==> config.mk <==
export PLATFORM = sky130hd
export DESIGN_NAME = multicycle_controller
export DESIGN_NICKNAME = d
export VERILOG_FILES = /design/src/rtl/mips_mc_pkg.sv /design/src/rtl/mc_output_decode.sv /design/src/rtl/multicycle_controller.sv
export SDC_FILE = /design/constraint.sdc
export NUM_CORES = 1
export LEC_CHECK = 0
export ABC_CLOCK_PERIOD_IN_PS = 2600
export CAP_MARGIN = 30
export CORE_MARGIN = 3
export CORE_UTILIZATION = 30
export CTS_BUF_LIST = sky130_fd_sc_hd__clkbuf_16
export DETAILED_ROUTE_END_ITERATION = 10
export SLEW_MARGIN = 0
export SYNTH_ARGS = -nofsm -noshare
export SYNTH_HDL_FRONTEND = slang
export SYNTH_HIERARCHICAL = 1
export SYNTH_SLANG_ARGS = --single-unit
==> constraint.sdc <==
create_clock -name clk -period 2.6 [get_ports clk]
set_input_delay 0.26 -clock clk [delete_from_list [all_inputs] [get_ports clk]]
set_output_delay 0.26 -clock clk [all_outputs]
set_load 0.005 [all_outputs]
==> src/rtl/mips_mc_pkg.sv <==
// Shared definitions for the multi-cycle MIPS-32 controller.
//   state_t      : controller state encodings (also exported on the debug port)
//   OP_*         : IR[31:26] opcode values
//   ALU_OP_*     : alu_op encodings to ALU_Control
//   SRC_B_*      : ALU B operand select encodings
//   PC_SRC_*     : PC source select encodings
package mips_mc_pkg;

  typedef enum logic [3:0] {
    S_IDLE   = 4'd0,
    S_FETCH  = 4'd1,
    S_DECODE = 4'd2,
    S_MEMADR = 4'd3,
    S_MEMRD  = 4'd4,
    S_MEMWB  = 4'd5,
    S_MEMWR  = 4'd6,
    S_EXEC   = 4'd7,
    S_ALUWB  = 4'd8,
    S_BRANCH = 4'd9,
    S_JUMP   = 4'd10,
    S_ADDIEX = 4'd11,
    S_ADDIWB = 4'd12,
    S_TRAP   = 4'd15
  } state_t;

  localparam logic [5:0] OP_RTYPE = 6'b000000;
  localparam logic [5:0] OP_LW    = 6'b100011;
  localparam logic [5:0] OP_SW    = 6'b101011;
  localparam logic [5:0] OP_BEQ   = 6'b000100;
  localparam logic [5:0] OP_BNE   = 6'b000101;
  localparam logic [5:0] OP_J     = 6'b000010;
  localparam logic [5:0] OP_ADDI  = 6'b001000;

  localparam logic [1:0] ALU_OP_ADD   = 2'b00;
  localparam logic [1:0] ALU_OP_SUB   = 2'b01;
  localparam logic [1:0] ALU_OP_FUNCT = 2'b10;

  localparam logic [1:0] SRC_B_REG     = 2'b00;
  localparam logic [1:0] SRC_B_ONE     = 2'b01;
  localparam logic [1:0] SRC_B_SIGNEXT = 2'b10;
  localparam logic [1:0] SRC_B_IMM     = 2'b11;

  localparam logic [1:0] PC_SRC_ALU    = 2'b00;
  localparam logic [1:0] PC_SRC_ALUOUT = 2'b01;
  localparam logic [1:0] PC_SRC_JUMP   = 2'b10;

  // States that hold a memory strobe and wait on mem_ready.
  function automatic logic is_wait_state(input state_t s);
    return (s == S_FETCH) || (s == S_MEMRD) || (s == S_MEMWR);
  endfunction

endpackage

==> src/rtl/mc_output_decode.sv <==
// Combinational output decoder for the multi-cycle controller.
// Moore outputs from state, except the mem_ready-gated enables in FETCH/MEMWR
// and the branch-qualified pc_write in BRANCH.
//   in : state, opcode, zero, mem_ready
//   out: all datapath selects/enables plus instr_done
module mc_output_decode
  import mips_mc_pkg::*;
(
  input  state_t      state,
  input  logic [5:0]  opcode,
  input  logic        zero,
  input  logic        mem_ready,
  output logic        pc_write,
  output logic        ir_write,
  output logic        i_or_d,
  output logic        mem_read,
  output logic        mem_write,
  output logic        reg_write,
  output logic        reg_dst,
  output logic        mem_to_reg,
  output logic        alu_src_a,
  output logic [1:0]  alu_src_b,
  output logic [1:0]  alu_op,
  output logic [1:0]  pc_src,
  output logic        instr_done
);

  always_comb begin
    pc_write   = 1'b0;
    ir_write   = 1'b0;
    i_or_d     = 1'b0;
    mem_read   = 1'b0;
    mem_write  = 1'b0;
    reg_write  = 1'b0;
    reg_dst    = 1'b0;
    mem_to_reg = 1'b0;
    alu_src_a  = 1'b0;
    alu_src_b  = SRC_B_REG;
    alu_op     = ALU_OP_ADD;
    pc_src     = PC_SRC_ALU;
    instr_done = 1'b0;
    unique case (state)
      S_FETCH: begin
        mem_read  = 1'b1;
        alu_src_b = SRC_B_ONE;
        ir_write  = mem_ready;
        pc_write  = mem_ready;
      end
      S_DECODE: begin
        alu_src_b = SRC_B_IMM;
      end
      S_MEMADR: begin
        alu_src_a = 1'b1;
        alu_src_b = SRC_B_SIGNEXT;
      end
      S_MEMRD: begin
        mem_read = 1'b1;
        i_or_d   = 1'b1;
      end
      S_MEMWB: begin
        reg_write  = 1'b1;
        mem_to_reg = 1'b1;
        instr_done = 1'b1;
      end
      S_MEMWR: begin
        mem_write  = 1'b1;
        i_or_d     = 1'b1;
        instr_done = mem_ready;
      end
      S_EXEC: begin
        alu_src_a = 1'b1;
        alu_op    = ALU_OP_FUNCT;
      end
      S_ALUWB: begin
        reg_write  = 1'b1;
        reg_dst    = 1'b1;
        instr_done = 1'b1;
      end
      S_BRANCH: begin
        alu_src_a  = 1'b1;
        alu_op     = ALU_OP_SUB;
        pc_src     = PC_SRC_ALUOUT;
        instr_done = 1'b1;
        pc_write   = ((opcode == OP_BEQ) &&  zero) ||
                     ((opcode == OP_BNE) && !zero);
      end
      S_JUMP: begin
        pc_src     = PC_SRC_JUMP;
        pc_write   = 1'b1;
        instr_done = 1'b1;
      end
      S_ADDIEX: begin
        alu_src_a = 1'b1;
        alu_src_b = SRC_B_SIGNEXT;
      end
      S_ADDIWB: begin
        reg_write  = 1'b1;
        instr_done = 1'b1;
      end
      default: ;
    endcase
  end

endmodule

==> src/rtl/multicycle_controller.sv <==
// Multi-cycle MIPS-32 controller: state register, next-state logic, memory
// watchdog and sticky error flags. Outputs are decoded in mc_output_decode.
//   in : clk, rst (async, active-high), opcode, zero, mem_ready
//   out: datapath selects/enables, instr_done, illegal, mem_timeout, state
module multicycle_controller
  import mips_mc_pkg::*;
#(
  parameter int unsigned TIMEOUT_W = 8,
  parameter int unsigned TIMEOUT   = 200
) (
  input  logic        clk,
  input  logic        rst,
  input  logic [5:0]  opcode,
  input  logic        zero,
  input  logic        mem_ready,
  output logic        pc_write,
  output logic        ir_write,
  output logic        i_or_d,
  output logic        mem_read,
  output logic        mem_write,
  output logic        reg_write,
  output logic        reg_dst,
  output logic        mem_to_reg,
  output logic        alu_src_a,
  output logic [1:0]  alu_src_b,
  output logic [1:0]  alu_op,
  output logic [1:0]  pc_src,
  output logic        instr_done,
  output logic        illegal,
  output logic        mem_timeout,
  output logic [3:0]  state
);

  localparam logic [TIMEOUT_W:0] TIMEOUT_LIM = (TIMEOUT_W + 1)'(TIMEOUT);

  state_t                 state_q, state_d;
  logic [TIMEOUT_W-1:0]   wd_cnt_q, wd_cnt_d;
  logic                   illegal_q, illegal_d;
  logic                   mem_timeout_q, mem_timeout_d;
  logic                   waiting;
  logic [TIMEOUT_W:0]     wd_next;
  logic                   wd_hit;

  always_comb begin
    state_d       = state_q;
    wd_cnt_d      = wd_cnt_q;
    illegal_d     = illegal_q;
    mem_timeout_d = mem_timeout_q;

    waiting = is_wait_state(state_q) && !mem_ready;
    // Trap fires on the wait cycle that would bring the count to TIMEOUT,
    // so at most TIMEOUT cycles are spent waiting in one state.
    wd_next = {1'b0, wd_cnt_q} + {{TIMEOUT_W{1'b0}}, 1'b1};
    wd_hit  = (TIMEOUT != 0) && waiting && (wd_next >= TIMEOUT_LIM);

    unique case (state_q)
      S_IDLE:   state_d = S_FETCH;
      S_FETCH:  if (mem_ready) state_d = S_DECODE;
      S_DECODE: begin
        unique case (opcode)
          OP_LW, OP_SW:   state_d = S_MEMADR;
          OP_RTYPE:       state_d = S_EXEC;
          OP_BEQ, OP_BNE: state_d = S_BRANCH;
          OP_J:           state_d = S_JUMP;
          OP_ADDI:        state_d = S_ADDIEX;
          default: begin
            state_d   = S_TRAP;
            illegal_d = 1'b1;
          end
        endcase
      end
      S_MEMADR: state_d = (opcode == OP_SW) ? S_MEMWR : S_MEMRD;
      S_MEMRD:  if (mem_ready) state_d = S_MEMWB;
      S_MEMWB:  state_d = S_FETCH;
      S_MEMWR:  if (mem_ready) state_d = S_FETCH;
      S_EXEC:   state_d = S_ALUWB;
      S_ALUWB:  state_d = S_FETCH;
      S_BRANCH: state_d = S_FETCH;
      S_JUMP:   state_d = S_FETCH;
      S_ADDIEX: state_d = S_ADDIWB;
      S_ADDIWB: state_d = S_FETCH;
      S_TRAP:   state_d = S_TRAP;
      default:  state_d = S_TRAP;
    endcase

    if (wd_hit) begin
      state_d       = S_TRAP;
      mem_timeout_d = 1'b1;
    end

    // Any state change (including MEMWR -> FETCH) restarts the count.
    if (state_d != state_q) begin
      wd_cnt_d = '0;
    end else if (waiting && (wd_cnt_q != '1)) begin
      wd_cnt_d = wd_next[TIMEOUT_W-1:0];
    end
  end

  always_ff @(posedge clk or posedge rst) begin
    if (rst) begin
      state_q       <= S_IDLE;
      wd_cnt_q      <= '0;
      illegal_q     <= 1'b0;
      mem_timeout_q <= 1'b0;
    end else begin
      state_q       <= state_d;
      wd_cnt_q      <= wd_cnt_d;
      illegal_q     <= illegal_d;
      mem_timeout_q <= mem_timeout_d;
    end
  end

  mc_output_decode u_decode (
    .state      (state_q),
    .opcode     (opcode),
    .zero       (zero),
    .mem_ready  (mem_ready),
    .pc_write   (pc_write),
    .ir_write   (ir_write),
    .i_or_d     (i_or_d),
    .mem_read   (mem_read),
    .mem_write  (mem_write),
    .reg_write  (reg_write),
    .reg_dst    (reg_dst),
    .mem_to_reg (mem_to_reg),
    .alu_src_a  (alu_src_a),
    .alu_src_b  (alu_src_b),
    .alu_op     (alu_op),
    .pc_src     (pc_src),
    .instr_done (instr_done)
  );

  assign illegal     = illegal_q;
  assign mem_timeout = mem_timeout_q;
  assign state       = state_q;

endmodule

-- After elaboration in Yosys (flattened, before gate mapping)
Index checks and enable logic that the tools add are counted.
- register bits after elaboration: 14
- latch bits: 0
- bits in writable memories: 0
- ROM bits: 0
- input bits: 10
- logic and storage cells: 73
- memories: 0
- add/subtract/negate cells: 1
- multipliers: 0
- div/mod/pow operators: 0
- order comparisons: 1
- equality and inequality tests: 20
- shift operators: 0
- muxes and demuxes: 22
- bitwise gates (word level): 1
- reductions and logical operators: 24
- operator list (kind ; number):
    case mux 4 bit (8 select lines) ; 1
    == test 4 bit, second input constant ; 5
    case mux 4 bit (5 select lines) ; 1
    == test 4 x 3 -> 1 bit, second input constant ; 4
    two-way mux 4 bit ; 4
    two-way mux 8 bit ; 2
    == test 6 x 3 -> 1 bit, second input constant ; 2
    == test 6 bit, second input constant ; 2
    OR reduction 2 bit ; 5
    adder 8 x 1 -> 9 bit, second input constant ; 1
    >= comparator 9 x 8 -> 1 bit, second input constant ; 1
    == test 4 x 2 -> 1 bit, second input constant ; 2
    two-way mux 1 bit ; 8
    inequality test 8 bit, second input constant ; 1
    case mux 2 bit (2 select lines) ; 2
    OR reduction 7 bit ; 1
    == test 6 x 2 -> 1 bit, second input constant ; 1
    == test 6 x 4 -> 1 bit, second input constant ; 1
    zero test 6 bit ; 1
    case mux 2 bit (3 select lines) ; 1
    OR reduction 6 bit ; 1
    logical AND 1 bit ; 5
    OR reduction 5 bit ; 1
    == test 4 x 1 -> 1 bit, second input constant ; 1
    other kinds (12) ; 15

-- Depth between registers and ports, before layout
- depth after elaboration: 8
- gate-level depth with buffers: 7
- mapped depth without buffers: 7

-- Hierarchy
Netlist, hierarchy kept.
- modules (own cells, without submodules) (module ; instances ; cells an instance ; area an instance (µm²) ; sequential area each (µm²)):
    multicycle_controller ; 1 ; 144 ; 1276.2 ; 350.3
    mc_output_decode ; 1 ; 38 ; 251.5 ; 0.0

-- Least setup slack after synthesis
OpenSTA, ideal clock, no wires.
- kind: flip-flop to flip-flop
- start: register wd_cnt_q[0]
- end: register wd_cnt_q[0]
- arrival time: 2.050 ns
- data required time: 2.499 ns
- path slack: 0.449 ns
- stages on the path, launching flop included: 8
- buffers on the path: 0
- clock period less this slack: 2.151 ns
- cell sequence: dfrtp_1 -> ha_1 -> nand3_2 -> a211o_1 -> a221oi_4 -> a211oi_4 -> xnor2_2 -> nor4_1
- word-level cells in the longest chain between the ends: 6
- elaborated cells on any way between the ends: 10
- those cells by class: add/sub: 1; order compare: 1; eq/ne: 2; mux: 3; reduce/logical: 3
- ends and longest elaborated chain (element ; RTL line ; text):
    from (decl) ; multicycle_controller.sv:37 ; logic [TIMEOUT_W-1:0] wd_cnt_q, wd_cnt_d;
    from (signal assigned) ; multicycle_controller.sv:107 ; wd_cnt_q <= wd_cnt_d;
    adder 8 x 1 -> 9 bit ; multicycle_controller.sv:53 ; wd_next = {1'b0, wd_cnt_q} + {{TIMEOUT_W{1'b0}}, 1'b1};
    >= comparator 9 x 8 -> 1 bit ; multicycle_controller.sv:54 ; wd_hit = (TIMEOUT != 0) && waiting && (wd_next >= TIMEOUT_LIM);
    logical AND 1 bit ; multicycle_controller.sv:54 ;
    two-way mux 4 bit ; multicycle_controller.sv:86 ; if (wd_hit) begin
    inequality test 4 bit ; multicycle_controller.sv:92 ; if (state_d != state_q) begin
    two-way mux 8 bit / nonzero test 2 bit (equally long branches) ; n/a ;
Parallel ways exist; a longest one is shown, timed or not. The select of a mux whose other input is x is not followed.
A chain may end at the register's enable or synchronous reset.

-- Worst setup path after layout
- start: register state_q[1], in the netlist state[1]
- end: output port pc_write
- word-level cells in the longest chain between the ends: 2
- elaborated cells on any way between the ends: 4
- those cells by class: eq/ne: 3; mux: 1
- ends and longest elaborated chain (element ; RTL line ; text):
    from (decl) ; multicycle_controller.sv:36 ; state_t state_q, state_d;
    from (signal assigned) ; multicycle_controller.sv:106 ; state_q <= state_d;
    == test 4 bit / == test 4 x 1 -> 1 bit (equally long branches) ; mc_output_decode.sv:42 ; unique case (state)
    case mux 1 bit (3 select lines) (*) ; mc_output_decode.sv:42 ;
    to (decl) ; multicycle_controller.sv:16 ; output logic pc_write,
Mark *: on every way between the ends. The rest lies on a longest branch, timed or not.

==> impl_metrics.tcl <==
set metrics [dict create \
    async_flop_share 1.000 \
    worstPathRequired_ns 2.34 \
    syn_area_um2 1528 \
    drtPass1Iterations 4 \
    start_util 0.3171 \
    fillers 513 \
    detail_route.wl_per_cell_um 12.57 \
    cts_tree "yes" \
    r2r_start "wd_cnt_q[1]" \
    grt_pass1_wl_um 6258 \
    setup_ws_ns 0.2159 \
    nNetsFinal 236 \
    clockRootBuffer "clkbuf_16" \
    max_slew_margin 0.6278 \
    vias 1482 \
    clk_path_buf_depth 2 \
    design_power_total_uw 532.7 \
    antenna_found_initial 0 \
    utilization 0.4265 \
    area_delta_synth_final_pct 34.48 \
    insertion_delay_ns 0.24 \
    post_cts_resized 0 \
    m1WireLength_um 1877 \
    r2r-end "wd_cnt_q[0]" \
    end_kind "primary output" \
    yosys_warnings 6 \
    grt_overflow 0 \
    h-tree-depth 1 \
    dp_cells 286 \
    portBuffers 31 \
    synth_seq_cells 14 \
    vdd_drop_max_mv 0.2732 \
    min_path_type "input port to async pin" \
    setup_violations 0 \
    r2r_setup_slack_ns 0.26 \
    grt_pass1_vias 1351 \
    synth.distinct_cells 58 \
    rows 25 \
    crit_fanout 14 \
    post-route-period-util 0.9169 \
    ant_nets 0 \
    dr_wl_met2_um 1628 \
    core_um2 4817 \
    r2r_cells 7 \
    post-route-cell-area_um2 2054 \
    seq_area_frac_synth 0.2293 \
    rsz0062_at_grt "no" \
    grt_start_max_net_pins 19 \
    crit_type "flip-flop to primary output" \
    routed_wl_um 3634 \
    p_per_area_nw_per_um2 259.3 \
    skew_ns 0.001295 \
    holdBufCountCts 0 \
    design.portCount 32 \
    cts_sinks 14 \
    pre_cts_ws_ns 0.1666 \
    avgSynthCellArea_um2 8.394 \
    die_h_um 77.36 \
    hpwl_um 2808 \
    finalHoldWorstSlack_ns 0.3590 \
    drc 0 \
    place_area_um2 1979 \
    final_max_slew_viol_count 0 \
    diodes 0 \
    routed_via_density 5.128 \
    gp_congestion 0.7977 \
    synth-edff-count 0 \
    synth_fp_nets 194 \
    hold_viol 0 \
    drt_first_iter_violations 51 \
    track_usage 0.1246 \
    arrival_ns 2.12 \
    die_w_um 77.36 \
    top_layer "met4" \
    synth_ff_type "dfrtp_1" \
    cts_setup_buffers 0 \
    die-area_um2 5985 \
    min_period_ns 2.384 \
    maxCapViolations 0 \
    fin_cells 289 \
    max_freq_ghz 0.4195 \
    setup-tns-final_ns 0 \
    netlist_instances 182 \
    tightest_slew_ns 0.5582 \
    startpoint_type "flip-flop" \
    clkSlewWorstSetupHoldPaths_ns 0.04 \
    dr_wl_met3_um 79 \
    outcome "finished clean" \
    leakage_nw 0.7676 \
    numCtsBuffers 3 \
    drive_gt1_frac 0.1667 \
]
[cell families after synthesis]
logic type | share of synthesized area
and+or+nand+nor | 0.3636
xor gates and xnor gates | 0.06143
AOI/OAI and AO/OA | 0.2883
adders and majority gates | 0.01638
DFF | 0.2293
buffers and inverters | 0.04095
[state kept, by name (all words and copies together) (netlist names)]
signal and cells:
illegal 1, mem_timeout 1, wd_cnt_q 8, state 4
[worst max-delay path, cell delays in order (launching register included)]
cell,delay [ns]
dfrtp_1,0.61
buf_4,0.25
nor2b_1,0.06
and3_1,0.18
or3_1,0.33
clkdlybuf4s50_1,0.45
[cells in the mapped netlist, drive strengths merged (2+ instances only)]
master | n | area, um^2
nor4 | 10 | 62.56
nand2b | 9 | 56.30
ha | 2 | 25.02
nor4b | 3 | 32.53
nor4bb | 2 | 20.02
a21oi | 9 | 48.80
xnor2 | 3 | 41.29
nor2 | 19 | 71.32
inv | 2 | 7.510
buf | 5 | 40.04
nor3b | 4 | 41.29
a21boi | 4 | 33.78
o221ai | 2 | 17.52
xor2 | 6 | 52.55
dfrtp | 14 | 350.3
nand2 | 11 | 41.29
or3 | 2 | 12.51
nor3 | 9 | 50.05
o211ai | 2 | 15.01
nor2b | 6 | 37.54
and3 | 4 | 25.02
nand3 | 6 | 35.03
a21o | 2 | 15.01
clkbuf | 4 | 15.01
or3b | 2 | 20.02
a211oi | 4 | 47.54
o21ai | 20 | 111.4
[layer usage]
metal  track usage  vias up
met5             0        -
met4       0.03737        0
met3       0.01740        5
met2        0.1822       27
met1        0.1882      685
li1              -      765
[how the worst max path moves through the flow]
| stage | start | endpoint | slack, ns | depth (start not counted) |
|---|---|---|---|---|
| after global routing | state[2] | pc_write | 0.1 | 5 |
| after floorplan | wd_cnt_q[0] | wd_cnt_q[0] | 0.45 | 7 |
| final | state[1] | pc_write | 0.22 | 5 |
| after CTS | opcode[2] | pc_write | 0.21 | 5 |
| after global placement | opcode[3] | wd_cnt_q[4] | 0.22 | 7 |
| after detailed placement | opcode[0] | wd_cnt_q[0] | 0.17 | 7 |
[layout by cell type, fill, tap and decap left out, types with 3 or more instances in the layout]
| master | count |
|---|---|
| dfrtp_1 | 14 |
| nor2b_1 | 6 |
| nand2b_1 | 9 |
| o21ai_0 | 14 |
| nor2_1 | 19 |
| nor3_1 | 8 |
| nor3b_1 | 3 |
| nand3_1 | 5 |
| buf_4 | 15 |
| nor4_1 | 10 |
| xor2_1 | 6 |
| clkbuf_16 | 3 |
| clkdlybuf4s50_1 | 31 |
| a21oi_1 | 8 |
| o21ai_1 | 5 |
| nand2_1 | 11 |
| and3_1 | 4 |
[report_power, final]
group          internal [mW]  total [mW]  switching (mW)
clock network          0.200       0.274          0.0743
registers              0.219       0.219       0.0000431
logic                 0.0213      0.0398          0.0184
[area by class of cell]
type	instances	area, um^2	area share
repair buffers	46	422.9	0.2058
multi-input cells	157	1115	0.5426
well taps	67	83.83	0.04080
clock buffers	3	75.07	0.03654
inverters	2	7.507	0.003654
flip-flops and latches	14	350.3	0.1705
Power figures use the tool's default switching activity.
